===== src/rtl/vref_sweep_ctrl.sv =====
// Receiver Vref sweep: steps every code, launches a point test per code, programs the centre of the longest all-lane-pass window.
// Latency: SETTLE_CYC + L + 2 cycles per code (L = pt_start to pt_done distance), plus one FINISH cycle before o_done.
// Backpressure: none; i_en is a level handshake, i_pt_done is honoured only in RUN_PT after the launch cycle, with a timeout fallback.
module vref_sweep_ctrl #(
  parameter int CODE_W       = 4,
  parameter int LANES        = 16,
  parameter int SETTLE_CYC   = 8,
  parameter int PT_TIMEOUT   = 1024,
  parameter int DEFAULT_CODE = 8
) (
  input  logic              clk,
  input  logic              rst,
  input  logic              i_en,
  input  logic              i_pt_done,
  input  logic [LANES-1:0]  i_lanes_result,
  output logic              o_pt_start,
  output logic [CODE_W-1:0] o_vref_code,
  output logic              o_done,
  output logic              o_cal_pass,
  output logic [CODE_W-1:0] o_pass_min,
  output logic [CODE_W-1:0] o_pass_max
);

  typedef enum logic [2:0] {
    S_IDLE,
    S_SETTLE,
    S_RUN_PT,
    S_EVAL,
    S_FINISH,
    S_DONE
  } state_t;

  localparam logic [CODE_W-1:0] CODE_MAX    = '1;
  localparam logic [CODE_W-1:0] DEF_CODE    = CODE_W'(DEFAULT_CODE);
  localparam logic [7:0]        SETTLE_LAST = 8'(SETTLE_CYC - 1);
  localparam logic [15:0]       TO_LIMIT    = 16'(PT_TIMEOUT);

  state_t              state, state_n;
  logic [7:0]          settle_cnt, settle_cnt_n;
  logic [15:0]         to_cnt, to_cnt_n;
  logic                code_pass, code_pass_n;
  logic [CODE_W:0]     run_len, run_len_n;
  logic [CODE_W-1:0]   run_lo, run_lo_n;
  logic [CODE_W:0]     best_len, best_len_n;
  logic [CODE_W-1:0]   best_lo, best_lo_n;
  logic [CODE_W-1:0]   best_hi, best_hi_n;
  logic                pt_start_n, done_n, cal_pass_n;
  logic [CODE_W-1:0]   vref_code_n, pass_min_n, pass_max_n;

  // Window bookkeeping helpers: length of the run if this code passes, and the floored centre at CODE_W+1 bits.
  logic [CODE_W:0]     run_inc;
  logic [CODE_W:0]     bound_sum;
  logic [CODE_W-1:0]   mid_code;

  assign run_inc   = run_len + 1'b1;
  assign bound_sum = {1'b0, best_lo} + {1'b0, best_hi};
  assign mid_code  = CODE_W'(bound_sum >> 1);

  // State register; reset wins over everything including a sweep in flight.
  always_ff @(posedge clk) begin
    if (rst) state <= S_IDLE;
    else     state <= state_n;
  end

  // Next-state and next-value logic for every registered output and tracker.
  always_comb begin
    state_n      = state;
    settle_cnt_n = settle_cnt;
    to_cnt_n     = to_cnt;
    code_pass_n  = code_pass;
    run_len_n    = run_len;
    run_lo_n     = run_lo;
    best_len_n   = best_len;
    best_lo_n    = best_lo;
    best_hi_n    = best_hi;
    pt_start_n   = 1'b0;
    done_n       = 1'b0;
    cal_pass_n   = o_cal_pass;
    vref_code_n  = o_vref_code;
    pass_min_n   = o_pass_min;
    pass_max_n   = o_pass_max;

    case (state)
      S_IDLE: begin
        settle_cnt_n = '0;
        run_len_n    = '0;
        best_len_n   = '0;
        // The calibrated code stays on the pins until a new sweep actually starts.
        if (i_en) begin
          state_n     = S_SETTLE;
          vref_code_n = '0;
        end
      end

      S_SETTLE: begin
        if (!i_en) begin
          state_n     = S_IDLE;
          vref_code_n = DEF_CODE;
          cal_pass_n  = 1'b0;
        end else if (settle_cnt == SETTLE_LAST) begin
          state_n    = S_RUN_PT;
          pt_start_n = 1'b1;
          to_cnt_n   = '0;
        end else begin
          settle_cnt_n = settle_cnt + 8'd1;
        end
      end

      S_RUN_PT: begin
        // o_pt_start high marks the launch cycle, where a stale pt_done must not count.
        if (!i_en) begin
          state_n     = S_IDLE;
          vref_code_n = DEF_CODE;
          cal_pass_n  = 1'b0;
        end else if (!o_pt_start && i_pt_done) begin
          code_pass_n = &i_lanes_result;
          state_n     = S_EVAL;
        end else if (to_cnt == TO_LIMIT) begin
          code_pass_n = 1'b0;
          state_n     = S_EVAL;
        end else begin
          to_cnt_n = to_cnt + 16'd1;
        end
      end

      S_EVAL: begin
        if (!i_en) begin
          state_n     = S_IDLE;
          vref_code_n = DEF_CODE;
          cal_pass_n  = 1'b0;
        end else begin
          if (code_pass) begin
            run_len_n = run_inc;
            if (run_len == '0) run_lo_n = o_vref_code;
            // Strict compare: an equal-length later window never displaces the earlier one.
            if (run_inc > best_len) begin
              best_lo_n  = (run_len == '0) ? o_vref_code : run_lo;
              best_hi_n  = o_vref_code;
              best_len_n = run_inc;
            end
          end else begin
            run_len_n = '0;
          end
          if (o_vref_code == CODE_MAX) begin
            state_n = S_FINISH;
          end else begin
            vref_code_n  = o_vref_code + 1'b1;
            settle_cnt_n = '0;
            state_n      = S_SETTLE;
          end
        end
      end

      S_FINISH: begin
        if (!i_en) begin
          state_n     = S_IDLE;
          vref_code_n = DEF_CODE;
          cal_pass_n  = 1'b0;
        end else begin
          if (best_len != '0) begin
            vref_code_n = mid_code;
            pass_min_n  = best_lo;
            pass_max_n  = best_hi;
            cal_pass_n  = 1'b1;
          end else begin
            vref_code_n = DEF_CODE;
            pass_min_n  = '0;
            pass_max_n  = '0;
            cal_pass_n  = 1'b0;
          end
          done_n  = 1'b1;
          state_n = S_DONE;
        end
      end

      S_DONE: begin
        if (!i_en) state_n = S_IDLE;
      end

      default: state_n = S_IDLE;
    endcase
  end

  // Datapath and output registers.
  always_ff @(posedge clk) begin
    if (rst) begin
      settle_cnt  <= '0;
      to_cnt      <= '0;
      code_pass   <= 1'b0;
      run_len     <= '0;
      run_lo      <= '0;
      best_len    <= '0;
      best_lo     <= '0;
      best_hi     <= '0;
      o_pt_start  <= 1'b0;
      o_done      <= 1'b0;
      o_cal_pass  <= 1'b0;
      o_vref_code <= DEF_CODE;
      o_pass_min  <= '0;
      o_pass_max  <= '0;
    end else begin
      settle_cnt  <= settle_cnt_n;
      to_cnt      <= to_cnt_n;
      code_pass   <= code_pass_n;
      run_len     <= run_len_n;
      run_lo      <= run_lo_n;
      best_len    <= best_len_n;
      best_lo     <= best_lo_n;
      best_hi     <= best_hi_n;
      o_pt_start  <= pt_start_n;
      o_done      <= done_n;
      o_cal_pass  <= cal_pass_n;
      o_vref_code <= vref_code_n;
      o_pass_min  <= pass_min_n;
      o_pass_max  <= pass_max_n;
    end
  end

endmodule


===== config.mk =====
export PLATFORM = sky130hd
export DESIGN_NAME = vref_sweep_ctrl
export DESIGN_NICKNAME = d
export VERILOG_FILES = /design/src/rtl/vref_sweep_ctrl.sv
export SDC_FILE = /design/constraint.sdc
export NUM_CORES = 1
export LEC_CHECK = 0
export BUFFER_PORTS_ARGS = -buffer_cell sky130_fd_sc_hd__buf_2
export CAP_MARGIN = 15
export CORE_UTILIZATION = 30
export DETAILED_ROUTE_END_ITERATION = 6
export PLACE_DENSITY = 0.51
export REMOVE_ABC_BUFFERS = 1
export SYNTH_ARGS = -nofsm -noshare
export SYNTH_HDL_FRONTEND = slang
export SYNTH_SLANG_ARGS = --single-unit

===== constraint.sdc =====
create_clock -name clk -period 5.3 [get_ports clk]
set_clock_uncertainty 0.1 [all_clocks]
set_input_delay 0 -clock clk [delete_from_list [all_inputs] [get_ports clk]]
set_output_delay 0 -clock clk [all_outputs]
set_load 0.03 [all_outputs]

Word-level counts from Yosys, hierarchy flattened

Index checks and enable logic that the tools add are counted.

$add $sub $neg: 5
$lt $le $gt $ge: 1
Eq/ne operators: 25
Muxes and demuxes: 47
Bitwise logic cells: 3
Reductions and logical operators: 27

Operator list:

| cell                                             | number |
|---|---|
| 2-to-1 mux 16 bit                                | 5 |
| 2-to-1 mux 4 bit                                 | 9 |
| 2-to-1 mux 8 bit                                 | 4 |
| one-hot mux 16 bit (2 select lines)              | 1 |
| 2-to-1 mux 3 bit                                 | 10 |
| inequality test 2 bit (second input constant)    | 14 |
| 2-to-1 mux 5 bit                                 | 5 |
| one-hot mux 8 bit (3 select lines)               | 1 |
| one-hot mux 5 bit (2 select lines)               | 2 |
| one-hot mux 3 bit (6 select lines)               | 1 |
| adder 16 x 1 -> 16 bit (second input constant)   | 1 |
| == test 16 x 11 -> 1 bit (second input constant) | 1 |
| one-hot mux 4 bit (4 select lines)               | 1 |
| AND reduction 16 bit                             | 1 |
| AND reduction 4 bit                              | 4 |
| adder 8 x 1 -> 8 bit (second input constant)     | 1 |
| == test 8 x 3 -> 1 bit (second input constant)   | 1 |
| nonzero test 2 bit                               | 4 |
| 2-to-1 mux 1 bit                                 | 7 |
| == test 3 x 2 -> 1 bit (second input constant)   | 2 |
| == test 3 bit (second input constant)            | 2 |
| inequality test 3 bit (second input constant)    | 2 |
| AND reduction 2 bit                              | 3 |
| AND reduction 3 bit                              | 2 |
| other kinds (20)                                 | 24 |

Register bits: 65
Input port bits: 20
Output and inout port bits: 15
Word-level logic and storage cells: 123

Depth between registers and ports, before layout

Gate-level depths: netlist of run 1.

Depth after elaboration: 6
Mapped depth: 11
Gate-level depth less buffers: 9

Least setup slack after synthesis of run 1

OpenSTA, ideal clock, no wires.

Path type: register to register
From: register run_len[0]
To: register best_len[2]
Setup time: 0.070 ns
Data arrival time: 2.261 ns
Data required time: 5.130 ns
Setup slack: 2.869 ns
Stages on the path, launching flop included: 11
Path buffers: 1
Clock period less this slack: 2.431 ns
Path through: dfxtp_1 -> ha_1 -> nand3_1 -> xnor2_1 -> ha_1 -> a21oi_1 -> o21ai_0 -> o221a_4 -> buf_6 -> or3_1 -> a21oi_1

Longest elaborated chain between the ends: 5
Elaborated cells between the ends (all ways): 8
Those cells by class: 1 x add/sub; 1 x order compare; 1 x eq/ne; 4 x mux; 1 x reduce/logical

Ends and longest elaborated chain:

| item                                                                                  | line | text |
|---|---|---|
| from (decl)                                                                           | 42   | `logic [CODE_W:0] run_len, run_len_n;` |
| from (signal assigned)                                                                | 205  | `run_len <= run_len_n;` |
| adder 5 x 1 -> 5 bit *                                                                | 55   | `assign run_inc = run_len + 1'b1;` |
| parallel branches: the longest is 4 deep, another holds greater-than comparator 5 bit | -    |  |
| to (signal assigned)                                                                  | 207  | `best_len <= best_len_n;` |
| to (decl)                                                                             | 44   | `logic [CODE_W:0] best_len, best_len_n;` |

Mark *: on every way between the ends. The select of a mux whose other input is x is not followed.
A chain may end at the register's enable or synchronous reset.

Worst setup path in the final report of run 1

From: register run_len[0]
To: register best_len[1]

Same word-level chain as after synthesis.

==> metrics, run 1 <==
number of instances in the synthesized netlist=about 440; endpoints failing setup=0; drt total wl=approximately 8500 um; Detailed Place HPWL=just under 6000 um; Die Span X=between 100 and 150 um; minimum period implied by the final worst setup slack=between 2 and 3 ns; ratio of routed vias to standard cells=between 5 and 6; Synth area leader=dfxtp_1; number of buffers created by CTS=9; Placed Area=between 3000 and 4000 um2; prevailing post-synth register cell=dfxtp_1; hold crit path type=in2reg; Reg2Reg Capture Point=best_len[1]; data required time of the critical path=5.45 ns; initial antenna violation count=0; fin crit share=0.511; sum of overflow across all layers after global routing=0; area overhead of the layout relative to synthesis=14.9%; share of post-route cells with drive strength above 1=0.156; CORE AREA=roughly 12000 um2; category of the worst setup path launch point=flip-flop; total power=about 1200 uW; origin of the worst min-delay path=i_en; Worst Path Arrival=2.86 ns; Cell Chain, Critical Path=ha_1 -> nand3_1 -> xnor2_1 -> ha_1 -> a21oi_1 -> o21ai_0 -> o221a_4 -> or3_1 -> a21oi_1; floorplan die area=roughly 12000 um2; final cell count without fillers=slightly above 600; highest net fanout along the worst path=21; total negative slack for setup checks=0 ns; CTS tree=built; synthesis-stage register bit count=65; final weighted congestion in routability-driven placement=0.819; post-route cell area=roughly 4100 um2; total number of vias=~3200; height of the chip=111 um; sequential share of the synthesized area=0.363; Clock Root Buffer=clkbuf_16; largest net degree at the start of global routing=55; unrepaired setup endpoints after global routing=false; number of failing hold endpoints at the final stage=0; wire length of the first global-routing pass=between 10000 and 15000 um; average wire per cell in the routed design=about 14 um; slew at the pin closest to its max-slew limit=around 0.99 ns; R2R depth=9; FMAX=between 300 and 400 MHz; number of antenna repair diodes=0; Avg Synthesized Cell Area=8.25 um2; power density cells=approximately 300 nW/um2; standard-cell row count=39; cell count of the worst hold path=2; Critical Path Sink Type=flip-flop; starting density of the core=0.311; Global Route Usage Sum=0.143; Max transition margin=0.337; Crit Path Class=reg2reg; most area-consuming cells after synthesis=dfxtp_1, a21oi_1, ha_1; first element of the critical path=run_len[0]; total number of yosys warnings=0; slowest cell on the critical path=dfxtp_1; total iterations of the first detailed-routing run=6; count of instances resized after the clock tree is built=0; end of the worst hold path=state[1]; clock latency of the later-clocked register in the worst-skew pair=~0.33 ns; portion of synthesized cell area occupied by the leading cell type=0.363; Crit Reg-Reg Startpoint=run_len[0]; Slowest Stage Delay on Critical Path=about 0.43 ns; remaining routing DRC violations=10; flop-to-flop setup slack=2.59 ns; io pins=35; number of synthesized flops with an enable pin=0; Worst-path clk slew=around 0.05 ns; Post-Place Cells=between 500 and 600; Post-CTS Setup Inserts=0; via count of the first global-routing pass=around 2900; Yosys cell types=between 60 and 70; number of nets in the finished design=just under 500; total clock sinks=65; number of pins with negative max-slew slack in the final report=0; Port-buffer cells=34; Post-CTS Hold Buffers=0; largest voltage drop on the vdd net=~190 uV; maximum level of the CTS H-tree=3; DRT iter0 DRCs=around 180; DRT antenna net count=0; reported max-cap violation count=0; result of the run=complete, but fails checks; cell leakage power=about 0.0015 uW; area of the mapped netlist=about 3600 um2; Synth async-reset ratio=0; clock tree buffer depth=2; violations in the final reports=DRC
[synthesized netlist by cell type, types with 11 or more instances]
cell       n
a211oi_1  11
a21oi_1   51
clkbuf_1  14
dfxtp_1   65
ha_1      14
inv_1     16
nand2_1   38
nand3_1   28
nor2_1    45
nor3_1    12
o21ai_0   17
[routing by layer]
layer	track usage	routed length, um	vias up
met2	0.227	3900	76
li1	-	-	1622
met5	0	0	-
met4	0.0495	102	0
met1	0.186	4050	1486
met3	0.0392	398	9
[area by class of cell]
cell class | instances | area [um2]
fill | 1241 | 7390
timing repair buffer | 36 | 183
inverter | 16 | 60.1
tap | 143 | 179
sequential | 65 | 1300
clock buffer | 10 | 229
clock inverter | 6 | 82.6
multi-input combinational | 330 | 2090
[cell usage in the layout, fill, tap and decap left out, drive strengths merged, types with 4 or more instances in the layout]
| cell | n |
|---|---|
| a21oi | 52 |
| nor4b | 4 |
| o21ai | 17 |
| nand3 | 28 |
| dfxtp | 65 |
| nand4 | 10 |
| nand3b | 5 |
| a211oi | 11 |
| nand2b | 4 |
| inv | 16 |
| or2 | 4 |
| xnor2 | 5 |
| xor2 | 8 |
| nor3 | 12 |
| or3 | 8 |
| and2 | 6 |
| nand2 | 38 |
| clkbuf | 10 |
| nor2b | 4 |
| mux2i | 10 |
| ha | 14 |
| a311oi | 4 |
| nor2 | 45 |
| buf | 36 |
[state kept, by name (all words and copies together), names as in the netlist]
register / count
best_lo: 4
o_cal_pass: 1
to_cnt: 16
run_len: 5
code_pass: 1
o_pass_min: 4
o_pt_start: 1
o_vref_code: 4
state: 3
best_hi: 4
settle_cnt: 8
run_lo: 4
o_pass_max: 4
best_len: 5
o_done: 1
[worst max-delay path, delay by kind of cell, from the launching register on]
family                     cells  cell delay [ns]
DFF                            1             0.43
adders and majority gates      2             0.58
and+or+nand+nor                2             0.44
xor gates and xnor gates       1             0.31
AOI/OAI and AO/OA              4             0.77
[logic make-up (layout without fill, tap and decap cells)]
family                     Yosys count  after routing  synth area share
and+or+nand+nor                    180            180             0.267
AOI/OAI and AO/OA                  111            111             0.198
DFF                                 65             65             0.363
buffers and inverters               40             68            0.0551
adders and majority gates           15             15            0.0544
xor gates and xnor gates            13             13            0.0317
muxes                               11             11            0.0310
[worst max path at each step]
stage	endpoint	slack (ns)	depth (start not counted)
floorplan	best_len[0]	2.86	9
global placement	best_len[0]	2.69	5
detailed placement	best_len[0]	2.61	9
CTS	best_len[0]	2.60	9
global route	best_len[1]	2.35	9
finish	best_len[1]	2.59	9
[per-stage QoR]
step / worst slack (ns) / util / hold WS [ns]
floorplan: 2.86 / - / -0.0309
global placement: 2.69 / 0.331 / 0.337
detailed placement: 2.61 / 0.331 / 0.337
CTS: 2.60 / 0.358 / 0.00640
global route: 2.35 / 0.358 / 0.0318
finish: 2.59 / 0.358 / 0.0229
[power by group]
group          internal [uW]  switching, uW  total (uW)
logic                   25.4           49.7        75.1
registers                495           15.0         510
clock network            409            219         628
(Power assumes the default switching activity.)
==> inputs of run 2 (changes only) <==
PLACE_DENSITY = 0.53   (was 0.51)
clock period = 2.4 ns   (was 5.3 ns; I/O delays follow)
==> metrics, run 2 (synthesis results as in run 1) <==
clock network power share=0.520; total power=~2700 uW; power density cells=roughly 630 nW/um2; CTS tree=built; DRT antenna net count=0; clock tree buffer depth=2; fin crit share=0.978; io pins=35; Worst Path Arrival=about 2.5 ns; highest net fanout along the worst path=8; multi-input gate area in the final layout=2120 um2; number of buffers created by CTS=9; most frequent standard cell in the layout excluding fill and tap cells=dfxtp_1; unrepaired setup endpoints after global routing=true; Max transition margin=0.650; total iterations of the first detailed-routing run=6; cell-internal power=just over 2000 uW; ratio of routed vias to standard cells=~5; endpoints failing setup=0; Post-CTS Hold Buffers=0; Crit Reg-Reg Startpoint=run_len[0]; R2R depth=9; floorplan die area=12400 um2; sum of overflow across all layers after global routing=0; cell count of the worst hold path=2; height of the chip=between 100 and 150 um; total number of vias=~3200; CORE AREA=around 12000 um2; largest registers in the final layout=to_cnt x16, settle_cnt x8; remaining routing DRC violations=8; flop-to-flop setup slack=0.05 ns; wire length of the first global-routing pass=approximately 15000 um; category of the worst setup path launch point=flip-flop; total negative slack for setup checks=0 ns; Detailed Place HPWL=approximately 6100 um; Largest Register=to_cnt; share of power burned in combinational logic=0.070; first element of the critical path=run_len[0]; capturing instance or port of the critical path=best_len[3]; violations in the final reports=DRC; reported net switching power=between 600 and 700 uW; power share of the sequential group=0.410; initial antenna violation count=0; number of nets in the finished design=a little over 500; slew at the pin closest to its max-slew limit=about 0.53 ns; minimum period implied by the final worst setup slack=between 2 and 2.5 ns; DRT iter0 DRCs=around 150; share of post-route cells with drive strength above 1=0.207; area overhead of the layout relative to synthesis=20.6%; Reg2Reg Capture Point=best_len[3]; Worst-path clk slew=around 0.060 ns; starting density of the core=0.311; switching portion of total power=0.240; FMAX=426 MHz; clock latency of the later-clocked register in the worst-skew pair=between 0.3 and 0.4 ns; standard-cell row count=39; Clock Root Buffer=clkbuf_16; largest voltage drop on the vdd net=about 380 uV; hold crit path type=in2reg; flip-flop count of the largest register after layout=16; final weighted congestion in routability-driven placement=slightly below 0.8; via count of the first global-routing pass=between 3000 and 4000; Port-buffer cells=34; Crit Path Class=reg2reg; number of pins with negative max-slew slack in the final report=0; total clock sinks=65; average wire per cell in the routed design=approximately 14 um; drt total wl=8720 um; result of the run=complete, but fails checks; fill count=between 1000 and 1500; reported max-cap violation count=0; Critical Path Sink Type=flip-flop; data required time of the critical path=between 2 and 3 ns; number of failing hold endpoints at the final stage=0; cell leakage power=between 0.0015 and 0.002 uW; Global Route Usage Sum=0.145; Die Span X=~110 um; footprint of the flip-flops and latches=between 1000 and 1500 um2; highest-count cells in the layout ignoring fill and taps=dfxtp_1, a21oi_1, nor2_1, nand2_1, buf_2; number of antenna repair diodes=0; maximum level of the CTS H-tree=3; largest net degree at the start of global routing=30
[run 2: cell count changes in the layout (fill, tap and decap cells not counted), moves of 2 or more]
cell	delta
a21oi_2	+2
dfxtp_1	-3
dfxtp_2	+2
a21oi_1	-2
clkinv_4	+2
buf_4	+19
[run 2: power groups by stage]
stage | Combinational, uW | Clock [uW] | Sequential [uW]
3_5_place_dp | 190 | 0 | 1140
3_3_place_gp | 189 | 0 | 1140
2_1_floorplan | 88.0 | 0 | 1150
4_1_cts | 191 | 1440 | 1110
6_report | 190 | 1410 | 1110
5_1_grt | 214 | 1490 | 1120
[run 2: area by class of cell]
class                           count  share of cell area
Multi-Input combinational cell    330               0.490
Inverter                           16              0.0139
Timing Repair Buffer               55              0.0786
Clock inverter                      7              0.0220
Sequential cell                    65               0.302
Tap cell                          143              0.0413
Clock buffer                        9              0.0520
[run 2: worst min-delay path by stage]
stage             startpoint            end  slack [ns]
6_report                i_en       state[1]        0.02
5_1_grt                 i_en       state[1]        0.02
4_1_cts                 i_en       state[1]        0.01
3_5_place_dp   o_pass_min[3]  o_pass_min[3]        0.34
3_3_place_gp          o_done         o_done        0.34
2_1_floorplan            rst    best_len[1]       -0.03
[run 2: routing by layer]
metal | track usage | routed length, um | up-vias
met2 | 0.248 | 4130 | 52
met3 | 0.0338 | 349 | 6
met4 | 0.0351 | 57 | 0
met5 | 0 | 0 | -
met1 | 0.185 | 4190 | 1497
li1 | - | - | 1656
[run 2: what timing repair did]
item / 4_1_cts / 5_1_grt
buffers inserted: 1 / 0
pin swaps: 1 / 5
resized for setup: 0 / 11
endpoints found under the setup margin: 4 / 13
[run 2: stage by stage]
stage               instance area [um2]  utilization  std cells  setup slack, ns  hold WS [ns]
detailed placement                 3950        0.343        608          -0.0606         0.344
global route                       4330        0.376        625          -0.0303        0.0220
global placement                   3950        0.343        608           0.0412         0.336
CTS                                4290        0.372        625           0.0370        0.0135
finish                             4330        0.376        625           0.0536        0.0183
floorplan                          3450            -        411          -0.0402       -0.0309
[run 2: worst max-delay path: stages, from the launching register on]
cell     delay, ns
dfxtp_4       0.36
ha_4          0.16
buf_4         0.13
xor2_1        0.15
ha_1          0.30
nand4_1       0.13
buf_4         0.16
o221a_4       0.29
or3_1         0.33
a21oi_2       0.14
==> inputs of run 3 (changes only) <==
ABC_AREA = 1   (was not set)
PLACE_DENSITY = 0.52   (was 0.53)
==> metrics, run 3 <==
Clock Root Buffer=clkbuf_16; number of instances in the synthesized netlist=581; flip-flop count of the largest register after layout=16; final weighted congestion in routability-driven placement=between 0.8 and 0.9; total negative slack for setup checks=0 ns; hold crit path type=in2reg; io pins=35; floorplan die area=around 13000 um2; number of pins with negative max-slew slack in the final report=0; worst hold slack across all endpoints=0.0126 ns; DRT iter0 DRCs=roughly 240; prevailing post-synth register cell=dfxtp_1; number of antenna repair diodes=0; category of the worst setup path launch point=flip-flop; fin crit share=0.917; highest-count cells in the layout ignoring fill and taps=nand2_1, nor2_1, dfxtp_1, inv_1, a21oi_1; number of synthesized flops with an enable pin=0; Avg Synthesized Cell Area=roughly 6.5 um2; largest registers in the final layout=to_cnt x16, settle_cnt x8; Detailed Place HPWL=7160 um; Critical Path Sink Type=flip-flop; Synth area leader=dfxtp_1; slowest cell on the critical path=dfxtp_1; wire length of the first global-routing pass=between 15000 and 20000 um; share of post-route cells with drive strength above 1=0.142; most frequent cell after synthesis=nand2_1; total clock sinks=65; total number of yosys warnings=0; number of buffers created by CTS=9; most instantiated cells after synthesis=nand2_1, nor2_1, dfxtp_1; Max transition margin=0.663; Largest Register=to_cnt; starting density of the core=0.310; reported max-cap violation count=0; via count of the first global-routing pass=about 3500; most area-consuming cells after synthesis=dfxtp_1, nand2_1, nor2_1; data required time of the critical path=2.57 ns; Yosys cell types=33; power density cells=720 nW/um2; ratio of routed vias to standard cells=about 4.7; total iterations of the first detailed-routing run=4; Synth async-reset ratio=0; unrepaired setup endpoints after global routing=false; final core utilization=0.375; fill count=1317; Worst Path Arrival=roughly 2.4 ns; initial antenna violation count=0; highest net fanout along the worst path=8; Die Span X=approximately 110 um; Global Route Usage Sum=0.161; Slowest Stage Delay on Critical Path=0.34 ns; largest net degree at the start of global routing=32; average wire per cell in the routed design=roughly 12 um; number of nets in the finished design=about 660; Port-buffer cells=34; maximum level of the CTS H-tree=3; pre-CTS setup slack=about 0.032 ns; Cell Chain, Critical Path=ha_2 -> nand3_1 -> xor2_1 -> inv_1 -> ha_1 -> nand2_1 -> inv_1 -> o21ai_0 -> nand3_2 -> nand3_4 -> buf_6 -> nand2_1 -> a21oi_2; FMAX=around 450 MHz; sequential share of the synthesized area=0.347; sum of overflow across all layers after global routing=0; number of failing hold endpoints at the final stage=0; minimum period implied by the final worst setup slack=between 2 and 2.5 ns; area of the mapped netlist=roughly 3700 um2; cell leakage power=around 0.0019 uW; clock latency of the later-clocked register in the worst-skew pair=between 0.3 and 0.4 ns; standard-cell row count=40; synthesis-stage register bit count=65; clock tree buffer depth=2; drt total wl=a little under 10000 um; total number of vias=approximately 3800; height of the chip=roughly 110 um; endpoints failing setup=0; CTS tree=built; portion of synthesized cell area occupied by the leading cell type=0.347; largest voltage drop on the vdd net=between 300 and 400 uV; Crit Path Class=reg2reg; DRT antenna net count=0; Final Worst Setup Slack=0.200 ns; remaining routing DRC violations=0; area overhead of the layout relative to synthesis=21.2%; most frequent standard cell in the layout excluding fill and tap cells=nand2_1; CORE AREA=around 12000 um2; slew at the pin closest to its max-slew limit=just over 0.5 ns; Worst-path clk slew=0.06 ns; total power=between 3000 and 4000 uW; result of the run=finished, final reports clean
## run 3: cell types whose count changed after synthesis, moves of 10 or more
cell,previous run,this run
inv_1,16,63
nor2_1,45,79
mux2i_1,10,0
a211oi_1,11,0
nand2_1,38,159
nand3_1,28,48
## run 3: kinds of logic (layout without fill, tap and decap cells)
family                     count (synthesis)  after routing  synth area share
buffers and inverters                     82            133            0.0868
xor gates and xnor gates                   9              9            0.0210
DFF                                       65             65             0.347
adders and majority gates                 15             15            0.0521
and+or+nand+nor                          326            326             0.375
AOI/OAI and AO/OA                         84             84             0.117
## run 3: path summary, 6_finish.rpt
path / startpoint / endpoint / slack [ns] / cells after the start
worst min register to register: o_pass_min[2] / o_pass_min[2] / 0.36 / 2
worst max register to register: run_len[0] / best_hi[2] / 0.20 / 13
worst max-delay path: run_len[0] / best_hi[2] / 0.20 / 13
worst min-delay path: rst / run_len[3] / 0.01 / 2
## run 3: stage by stage
stage                     cells  cell area [um2]
after floorplan             567             3680
after global placement      777             4120
after detailed placement    777             4120
after CTS                   799             4500
after global routing        800             4540
final                       800             4540
## run 3: final cells by class
type	instances	area, um2	area share
sequential	65	1300	0.287
clock buffer	9	225	0.0496
inverter	68	255	0.0562
timing repair buffer	49	302	0.0664
multi-input combinational	434	2150	0.474
tap	168	210	0.0463
clock inverter	7	95.1	0.0209
## run 3: critical path, delay by kind of cell, from the launching register on
kind | cells | cell delay, ns
AND/OR/NAND/NOR | 5 | 0.53
XOR/XNOR | 1 | 0.18
AO/OA/AOI/OAI | 2 | 0.24
adder cells (fa/ha/maj) | 2 | 0.48
flip-flops | 1 | 0.34
buffers and inverters | 3 | 0.26
## run 3: where the power goes
group | switching [uW] | total, uW | internal, uW
registers | 44.1 | 1160 | 1120
clock network | 516 | 1420 | 906
logic | 498 | 685 | 186
total | 1060 | 3270 | 2210
## run 3: repair_timing
item | in CTS | in global routing
buffers inserted | 0 | 1
hold buffers | 6 | 0
endpoints found under the hold margin | 2 | 0
setup endpoints to repair | 0 | 13
resized for setup | 0 | 10
## run 3: per-layer routing
layer | routed length, um | vias up | part of all wire | GRT usage
met5 | 0 | - | 0 | 0
met2 | 4520 | 45 | 0.47 | 0.269
li1 | - | 1967 | - | -
met1 | 4680 | 1723 | 0.49 | 0.202
met3 | 212 | 16 | 0.022 | 0.0260
met4 | 196 | 0 | 0.020 | 0.0753
